==> src/rtl/tick_gen_pkg.sv <==
// Shared constants and types for the tick_gen block.
// Channel index width and maximum channel count live here.
package tick_gen_pkg;

    localparam int TG_CNT_W  = 26;
    localparam int TG_IDX_W  = 4;
    localparam int TG_MAX_CH = 16;

    typedef enum logic [1:0] {
        CH_HOLD,
        CH_COUNT,
        CH_SYNC,
        CH_LOAD
    } ch_op_e;

    function automatic ch_op_e ch_op(
        input logic sync,
        input logic load,
        input logic en
    );
        if (sync) return CH_SYNC;
        if (load) return CH_LOAD;
        if (en)   return CH_COUNT;
        return CH_HOLD;
    endfunction

endpackage

==> src/rtl/tick_gen_ch.sv <==
// One tick channel: divisor, counter, tick pulse and optional square wave.
// Square-wave flops exist only when TICK_GEN_SQUARE_EN is defined.
module tick_gen_ch
    import tick_gen_pkg::*;
#(
    parameter int          CNT_W   = TG_CNT_W,
    parameter int unsigned DIV_RST = 50000000
) (
    input  logic             clk,
    input  logic             rst,
    input  logic             en,
    input  logic             sync,
    input  logic             load,
    input  logic [CNT_W-1:0] load_div,
    output logic             tick,
    output logic             sq
);

    localparam logic [CNT_W-1:0] DIV_INIT = DIV_RST[CNT_W-1:0];

    logic [CNT_W-1:0] div_q, div_d;
    logic [CNT_W-1:0] cnt_q, cnt_d;
    logic             tick_q, tick_d;
    logic [CNT_W-1:0] last;
    logic             wrap;
    ch_op_e           op;

    // A zero divisor behaves as one: terminal count is then 0.
    always_comb begin
        last = (div_q == '0) ? '0 : div_q - 1'b1;
        wrap = (cnt_q == last);
        op   = ch_op(sync, load, en);
    end

    always_comb begin
        div_d  = load ? load_div : div_q;
        cnt_d  = cnt_q;
        tick_d = 1'b0;
        case (op)
            CH_SYNC,
            CH_LOAD:  cnt_d = '0;
            CH_COUNT: begin
                cnt_d  = wrap ? '0 : cnt_q + 1'b1;
                tick_d = wrap;
            end
            default:  cnt_d = cnt_q;
        endcase
    end

    always_ff @(posedge clk or negedge rst) begin
        if (!rst) begin
            div_q  <= DIV_INIT;
            cnt_q  <= '0;
            tick_q <= 1'b0;
        end else begin
            div_q  <= div_d;
            cnt_q  <= cnt_d;
            tick_q <= tick_d;
        end
    end

    assign tick = tick_q;

`ifdef TICK_GEN_SQUARE_EN
    logic sq_q, sq_d;

    always_comb begin
        sq_d = sq_q;
        case (op)
            CH_SYNC:  sq_d = 1'b0;
            CH_COUNT: sq_d = sq_q ^ wrap;
            default:  sq_d = sq_q;
        endcase
    end

    always_ff @(posedge clk or negedge rst) begin
        if (!rst) begin
            sq_q <= 1'b0;
        end else begin
            sq_q <= sq_d;
        end
    end

    assign sq = sq_q;
`else
    assign sq = 1'b0;
`endif

endmodule

==> src/rtl/tick_gen.sv <==
// Multi-channel programmable tick generator: load decode and sync fan-out.
// Define TICK_GEN_SQUARE_EN to build the per-channel square-wave outputs.
module tick_gen
    import tick_gen_pkg::*;
#(
    parameter int unsigned CLK_XTAL = 50000000,
    parameter int          N_CH     = 4,
    parameter int          CNT_W    = TG_CNT_W,
    parameter int unsigned DIV_RST  = CLK_XTAL
) (
    input  logic                clk,
    input  logic                rst,
    input  logic                en,
    input  logic                sync,
    input  logic                load,
    input  logic [TG_IDX_W-1:0] load_ch,
    input  logic [CNT_W-1:0]    load_div,
    output logic [N_CH-1:0]     tick,
    output logic [N_CH-1:0]     sq
);

    logic [N_CH-1:0] ld_hit;

    // Out-of-range indices match no channel and are dropped.
    always_comb begin
        ld_hit = '0;
        for (int i = 0; i < N_CH; i++) begin
            ld_hit[i] = load && (load_ch == TG_IDX_W'(i));
        end
    end

    for (genvar g = 0; g < N_CH; g++) begin : g_ch
        tick_gen_ch #(
            .CNT_W   (CNT_W),
            .DIV_RST (DIV_RST)
        ) u_ch (
            .clk      (clk),
            .rst      (rst),
            .en       (en),
            .sync     (sync),
            .load     (ld_hit[g]),
            .load_div (load_div),
            .tick     (tick[g]),
            .sq       (sq[g])
        );
    end

endmodule

==> config.mk <==
export PLATFORM = sky130hd
export DESIGN_NAME = tick_gen
export DESIGN_NICKNAME = d
export VERILOG_FILES = /design/src/rtl/tick_gen_pkg.sv /design/src/rtl/tick_gen_ch.sv /design/src/rtl/tick_gen.sv
export SDC_FILE = /design/constraint.sdc
export NUM_CORES = 1
export LEC_CHECK = 0
export CORE_MARGIN = 2
export CORE_UTILIZATION = 37
export CTS_CLUSTER_DIAMETER = 60
export DETAILED_ROUTE_END_ITERATION = 10
export GPL_TIMING_DRIVEN = 1
export PLACE_DENSITY_LB_ADDON = 0.08
export SYNTH_ARGS = -nofsm -noshare
export SYNTH_HDL_FRONTEND = slang
export SYNTH_SLANG_ARGS = --single-unit
==> constraint.sdc <==
create_clock -name clk -period 4.8 [get_ports clk]
set_input_delay 0.96 -clock clk [delete_from_list [all_inputs] [get_ports clk]]
set_output_delay 0.96 -clock clk [all_outputs]
set_load 0.005 [all_outputs]
==> impl_summary.md, run 1 <==
Global route
The residual overflow from global routing is 0. The maximum number of pins on one net before global-route repair is 106. For met2 alone, demand over resource in global routing was 0.347.

For met3 alone, demand over resource in global routing was 0.0333. The global routing stage identified its most utilized layer as met2. The initial antenna violation count is 3. The fraction of met1 tracks used by global routing is 0.315. For this run, the total global-route usage over all layers was measured as 0.219.

The global-route wire length before repair is just under 80 mm. The number of global-route vias before repair is between 10,000 and 15,000.

STA
Subtracting the final worst setup slack from the clock period gives about 4.4 ns. Setup violations remaining at the end of the flow were counted as 0. Static timing analysis puts the maximum clock frequency at around 230 MHz. After routing, the total negative slack on setup checks comes to 0 ns. Setup repair after global routing left no endpoint under its margin.

In this run the tightest slew margin relative to its limit is 0.268. The number of failing hold endpoints at the final stage came to 0. For the final database, setup skew stands at approximately 0.013 ns. The final-report max-slew violation count is 0. Dividing the final minimum period by the clock period gives 0.915. For the pin with the worst max-slew slack, the measured transition is about 1.1 ns.

Route
The routed layout has 14,203 vias. Dividing the detail-routed wire length by the instance count gives 20.6 µm. The number of iterations in the first detailed-routing pass is 5. For this run, design rule violations remaining after detail routing come to 0. The post-detailed-route via-to-cell ratio is approximately 6.

The final wirelength is slightly below 50 mm. The first routing iteration left about 960 violations. The detail route stage leaves a number of antenna-violating nets equal to 0.

CTS
The clock reaches the later pin of the worst-skew pair after between 0.5 and 0.6 ns. The CTS buffer count is 29. The deepest clock path buffer count is 3. After clock tree synthesis, the clock-pin slew on the worst setup and hold paths is around 0.060 ns. CTS saw roughly 210 sinks. The total number of H-tree levels is 1.

In this run the post-CTS setup repair buffer count came out at 0. Buffers inserted to repair hold after CTS numbered 0. After clock tree synthesis, the repair step resized 0 gates. The CTS tree is built. The buffer cell driving the clock tree root is clkbuf_16.

Layout
Relative to the synthesized area, the layout overhead comes to 11.4%. The net count reported at finish is 1,844. The area taken by multi-input logic gates is just under 10,000 µm².

The most common library cell in the layout ignoring fill and taps is dfrtp_1. The sequential cells in the finished layout cover a total of between 5000 and 6000 µm². The share of the core filled with cells in the final layout is 0.419. Leaving out fill and tap cells, the most frequent cells in the layout are dfrtp_1 (164), nand2_1 (163), mux2_2 (106), nor2_1 (99), nand3_1 (87). The share of cells above drive strength 1 is 0.170. After filler insertion, the fill cell instance count of the layout stands at approximately 4,200. The number of antenna diodes in the final layout is 0. The final design area excluding fillers is approximately 18,000 µm². The finished layout holds 2,363 standard cells, fillers aside.

Power
The maximum vdd ir drop is about 260 µV. The power per unit of standard cell area is around 360 nW/µm². In this run the static leakage power is between 6 and 7 nW. The total power draw is approximately 6.4 mW.

Flow run
The count of maximum capacitance violations is 0.

Setup path
The startpoint type of the worst setup path is a register. The type of destination of the critical path is a register. The critical path in this run is classified as register to register.

At the worst endpoint, the arrival time is ~4.9 ns. In this run the worst path has a maximum fanout of 38. Data on the critical path is required at its endpoint by 5.26 ns.

Floorplan
The die is 211 µm wide. The floorplan die area is 44,400 µm². In this run the standard cell core region covers around 42,000 µm². The cell row count is 75.

The initial core utilization is 0.376. The chip height is between 200 and 250 µm. The total I/O pin count is 43.

Run status
The run finished with clean final reports.

Place
Counting tap cells, the placed design contains a total of between 2,000 and 2,500 instances. Port buffering added 38 buffers. The final weighted congestion in routability-driven placement is just over 0.9. The HPWL after detailed placement is 35.6 mm. In this run the cell area measured after placement is between 15,000 and 20,000 µm².

Yosys
For this run, the leading register cell type out of synthesis is dfrtp_1. The async set-or-reset flop fraction in the synthesized netlist is 1.00. In this run the mean area of a mapped cell was between 8 and 9 µm². Of the synthesized area, sequential elements account for 0.339. The synthesized netlist cell count is approximately 1,800. Synthesis instantiated 98 different standard cells from the library. The synthesized area is roughly 16,000 µm².

Synthesis inferred between 200 and 250 register bits. The Yosys step of the flow raised 0 warnings. The number of enable flip-flop cells after synthesis is 0.

Worst hold path
The tightest min-delay check is of the input pin to asynchronous set/reset pin type.
[path summary, 6_finish.rpt]
path	startpoint	endpoint	slack (ns)	depth (start not counted)
setup / recovery	g_ch[2].u_ch.div_q[3]	g_ch[2].u_ch.cnt_q[25]	0.41	12
hold / removal	rst	g_ch[1].u_ch.cnt_q[0]	0.40	1
setup reg to reg	g_ch[2].u_ch.div_q[3]	g_ch[2].u_ch.cnt_q[25]	0.41	12
hold reg to reg	g_ch[2].u_ch.cnt_q[16]	g_ch[2].u_ch.cnt_q[16]	0.52	1
max in group asynchronous	rst	g_ch[2].u_ch.div_q[25]	3.36	2
min in group clk	g_ch[2].u_ch.cnt_q[16]	g_ch[2].u_ch.cnt_q[16]	0.52	1
[worst max-delay path, cell delays in order, from the launching register on]
cell	delay (ns)
dfrtp_1	0.50
or4_1	0.72
or4_1	0.55
buf_4	0.22
or4_1	0.71
o21ai_2	0.15
o211a_1	0.18
nand4_2	0.14
nor4b_4	0.37
a21o_1	0.21
buf_12	0.20
nor3_1	0.07
a211o_1	0.26
[Yosys cell counts (8+ instances only)]
master	instances	share of area
mux2_2	106	0.075
o311ai_1	11	0.0061
a21oi_1	61	0.019
nor4b_1	13	0.0072
nor2_1	100	0.024
a211o_1	10	0.0055
xor2_1	36	0.020
ha_1	8	0.0063
nand2b_1	27	0.011
nor3_1	64	0.020
o211ai_1	11	0.0052
clkbuf_1	110	0.026
a221o_1	10	0.0063
a21o_1	53	0.025
nand4_1	31	0.012
a211oi_1	16	0.0076
or3_1	47	0.019
nand3_1	87	0.028
a31oi_1	11	0.0044
o31ai_1	13	0.0062
nor4_1	60	0.024
and2_1	13	0.0051
dfstp_2	48	0.080
a41oi_1	10	0.0055
mux2i_1	16	0.010
or2_2	15	0.0059
buf_4	13	0.0062
nor2b_1	14	0.0055
nor3b_1	21	0.010
o21ai_0	82	0.026
inv_1	43	0.010
or4_1	34	0.016
o41ai_1	18	0.010
o21ai_1	15	0.0047
o31a_1	9	0.0050
xnor2_1	53	0.029
and3_1	44	0.017
nand2_1	163	0.039
buf_2	14	0.0044
dfrtp_1	164	0.26
[where the power goes]
group	internal, mW	switching [mW]
Sequential	2.07	0.380
Combinational	0.754	0.910
Clock	1.31	0.924
Total	4.14	2.21
[area by class of cell]
cell class | instances | share of cell area
well taps | 539 | 0.0383
repair buffers | 88 | 0.0446
flip-flops and latches | 212 | 0.304
clock inverters | 20 | 0.0111
inverters | 43 | 0.00916
multi-input cells | 1427 | 0.547
clock buffers | 34 | 0.0451
[routing by layer]
metal	up-vias	share of wire
met3	58	0.051
met5	-	0
met1	6998	0.48
li1	6812	-
met2	335	0.45
met4	0	0.017
[state kept, by name, summed over array words and instances (netlist names)]
name,count
g_ch.u_ch.div_q,104
g_ch.u_ch.tick,4
g_ch.u_ch.cnt_q,104
[per-stage QoR]
stage | hold slack (ns) | setup WS (ns)
final | 0.402 | 0.406
after global routing | 0.478 | 0.130
after floorplan | 0.477 | 0.973
after CTS | 0.442 | 0.427
after global placement | 0.514 | 0.478
after detailed placement | 0.510 | 0.435
[kinds of logic after synthesis]
family	count (synthesis)	share of synthesized area
compound gates	409	0.184
fa+ha+maj	8	0.00633
xor+xnor	91	0.0521
simple gates	792	0.279
mux	123	0.0863
flops	212	0.339
other cells	1	0.000237
buf+inv	193	0.0533
No activity file was read; power rests on OpenSTA's default activity.
==> run 2: changes to the inputs <==
--- a/config.mk
+++ b/config.mk
@@ -11,6 +11,7 @@
 export DETAILED_ROUTE_END_ITERATION = 10
 export GPL_TIMING_DRIVEN = 1
 export PLACE_DENSITY_LB_ADDON = 0.08
+export SKIP_LAST_GASP = 1
 export SYNTH_ARGS = -nofsm -noshare
 export SYNTH_HDL_FRONTEND = slang
 export SYNTH_SLANG_ARGS = --single-unit
==> results of run 2 <==
No change in the layout: final DEF, timing and power equal those of run 1.
==> run 3: changes to the inputs <==
--- a/config.mk
+++ b/config.mk
@@ -6,7 +6,7 @@
 export NUM_CORES = 1
 export LEC_CHECK = 0
 export CORE_MARGIN = 2
-export CORE_UTILIZATION = 37
+export CORE_UTILIZATION = 64
 export CTS_CLUSTER_DIAMETER = 60
 export DETAILED_ROUTE_END_ITERATION = 10
 export GPL_TIMING_DRIVEN = 1
==> run 3 against run 2 <==
Against the previous run: maximum frequency fell by 1.4%; routed wire length is 9.9% lower; total power fell by 7.3%; first-iteration DRC count increased by 67%; global-route usage is 11 points higher; via count increased by 1.4%; utilization rose by 28 points.
==> impl_summary.md, run 3 (synthesis gave the netlist of run 1 again) <==
Setup path
For this design, the slowest cell found on the critical path is or4_1. The type of destination of the critical path is a register. The cell occurring most often along the worst timing path is or4_1.

Walking the worst path, the cells encountered are or4_1 > or4_1 > or4_1 > o21ai_2 > o211a_1 > nand4_2 > nor4b_4 > a21o_1 > buf_12 > o21ai_0 > a21o_1. The required arrival time at the worst endpoint is 5.22 ns (-0.04 ns). The critical setup path kind is register to register. The count of buffering cells on the critical path with inverters included came to 1 (-1). The delay of the slowest cell on the worst path is 0.77 ns (+0.05 ns). The highest net fanout along the worst path was 38 (unchanged). The startpoint type of the worst setup path is a register. The data arrival time of the worst path was 4.87 ns (about the same). Among cell families on the critical path, the largest total delay comes from simple AND/OR/NAND/NOR gates.

Global route
The residual overflow from global routing is 0 (unchanged). The total track usage is 0.334 (+0.115). The maximum number of pins on one net before global-route repair is 127 (+20%). The number of global-route vias before repair is 13,254 (-0.34%). The initial antenna violation count was 2 (-1). The global-route wire length before repair is 70.9 mm (-8.5%).

CTS
The number of buffers inserted for hold repair after clock tree synthesis came to 0 (unchanged). The source-to-sink clock delay at the later pin of the worst-skew pair is 0.53 ns (-0.05 ns). The clock-pin slew of the registers on the worst-case setup and hold paths is 0.06 ns (about the same). The count of clock tree sinks was 212 (unchanged). The CTS buffer count was 25 (-14%). The cell sitting at the root of the clock tree is a clkbuf_16.

The count of buffers added by post-CTS timing repair for setup is 0 (unchanged). TritonCTS built the clock tree. The deepest clock path buffer count is 3 (unchanged). The post-cts repair resize count is 0 (unchanged). The total number of H-tree levels is 1 (unchanged).

STA
The final setup TNS is 0 ns (unchanged). The worst setup skew after layout came to 0.0156 ns (+0.00215 ns). Setup repair after global routing left no endpoint under its margin. The remaining max-slew budget at the tightest pin was 0.347 (+0.0797). The transition at the pin with the smallest max-transition slack is 0.975 ns (-0.123 ns).

The final-report max-slew violation count is 0 (unchanged). The number of failing hold endpoints at the final stage came to 0 (unchanged). The share of the clock period used by the worst path after layout is 0.929 (+0.0131). The clock period minus final worst setup slack came to 4.46 ns (+0.0630 ns). The worst hold slack came to 0.518 ns (+0.117 ns).

The setup violation total in the final timing report is 0 (unchanged). The highest clock frequency the design can meet came to 224 MHz (-1.4%).

Power
The leakage component of the power is 6.77 nW (-2.4%). The power per unit of standard cell area is 345 nW/µm² (-4.2%). The maximum vdd ir drop is 317 µV (+21%).

Layout
The synthesis-to-layout area growth is 7.79%. The share of the core filled with cells in the final layout is 0.701 (+0.282). In the layout the commonest cells are dfrtp_1 (164), nand2_1 (163), mux2_2 (106), nor2_1 (99), nand3_1 (87). The fill cell total of the finished layout is 1,915 (-54%).

The most common library cell in the layout ignoring fill and taps is dfrtp_1. The net count reported at finish was 1,828 (-0.87%). The share of cells above drive strength 1 is 0.157 (-0.0130).

The final design area excluding fillers is 17,100 µm² (-3.3%). The total inserted antenna cells is 0 (unchanged). The number of standard cells in the layout, taps in and fillers out is 2,127 (-10%).

Place
The cell total after placement is 2,082 (-9.8%). The final weighted congestion in routability-driven placement was 0.975 (+4.7%). The HPWL after detailed placement is 32.0 mm (-10%). The number of buffer cells added on primary ports is 38 (unchanged). The placed standard-cell area is 16,300 µm² (-2.2%).

Route
The post-detailed-route via-to-cell ratio came to 6.77 (+13%). The via count is 14,404 (+1.4%). The final antenna-violating net count is 0 (unchanged). The DRC violation count after routing was 0 (unchanged).

The final wirelength is 43.8 mm (-9.9%). The DRC marker count from the first detailed-route iteration is 1,607 (+67%). The routed length per placed instance is 20.6 µm (about the same). The number of iterations in the first detailed-routing pass is 6 (+1).

Flow run
The count of maximum capacitance violations came to 0 (unchanged).

Floorplan
The cell row count is 57 (-24%). The floorplan core area is 24,300 µm² (-42%). The floorplan die area is 26,000 µm² (-41%). The total I/O pin count is 43 (unchanged). The initial core utilization is 0.650 (+0.274). The chip height came to 161 µm (-24%).

The horizontal die dimension was 161 µm (-24%).

Run status
The flow ran to the end, and the final reports show no timing, DRC or antenna violations.

Worst hold path
The path class of the tightest hold or removal check is input pin to asynchronous set/reset pin.
-- run 3: cell types whose count changed in the layout (fill, tap and decap cells not counted) --
cell / before / now
buf_4: 48 / 36
bufinv_16: 2 / 0
clkbuf_1: 1 / 7
clkinv_4: 1 / 0
clkinvlp_4: 3 / 2
clkbuf_16: 30 / 25
inv_6: 6 / 0
clkinv_2: 6 / 5
clkbuf_8: 3 / 6
inv_8: 2 / 0
-- run 3: per-stage QoR --
stage	setup WS (ns)	total power [mW]
2_1_floorplan	0.973	3.60
3_3_place_gp	0.502	4.03
3_5_place_dp	0.418	4.07
4_1_cts	0.405	5.88
5_1_grt	0.149	6.17
6_report	0.343	5.89
-- run 3: final cells by class --
cell class                      instances  area, µm²  area share
Clock buffer                           38        734      0.0431
Clock inverter                          7       40.0     0.00235
Inverter                               43        161     0.00947
Multi-Input combinational cell       1427       9650       0.566
Sequential cell                       212       5370       0.315
Tap cell                              324        405      0.0238
Timing Repair Buffer                   76        696      0.0408
-- run 3: metal layers --
layer / wire (µm) / global-route usage / up-vias
li1: - / - / 6765
met1: 19500 / 0.473 / 7078
met2: 20100 / 0.537 / 485
met3: 2990 / 0.0547 / 76
met4: 1150 / 0.0873 / 0
met5: 0 / 0 / -
-- run 3: worst paths after layout --
check,from,end,slack (ns),cells past startpoint
worst max register to register,g_ch[2].u_ch.div_q[3],g_ch[2].u_ch.cnt_q[4],0.34,11
worst min-delay path,rst,g_ch[1].u_ch.cnt_q[7],0.52,1
max in group asynchronous,rst,g_ch[2].u_ch.div_q[4],3.34,2
worst max-delay path,g_ch[2].u_ch.div_q[3],g_ch[2].u_ch.cnt_q[4],0.34,11
worst min register to register,g_ch[2].u_ch.cnt_q[16],g_ch[2].u_ch.cnt_q[16],0.52,1
min in group clk,g_ch[2].u_ch.cnt_q[16],g_ch[2].u_ch.cnt_q[16],0.52,1
-- run 3: power breakdown --
part | leakage [nW] | total [mW] | internal [mW] | switching [mW]
Combinational | 3.69 | 1.64 | 0.745 | 0.892
Clock | 0.379 | 1.80 | 1.05 | 0.753
Sequential | 2.69 | 2.45 | 2.07 | 0.377
-- run 3: worst reg2reg max path, delay by kind of cell (launching register included) --
family | cells | cell delay, ns
buffers and inverters | 1 | 0.19
DFF | 1 | 0.49
AOI/OAI and AO/OA | 5 | 0.93
and+or+nand+nor | 5 | 2.73
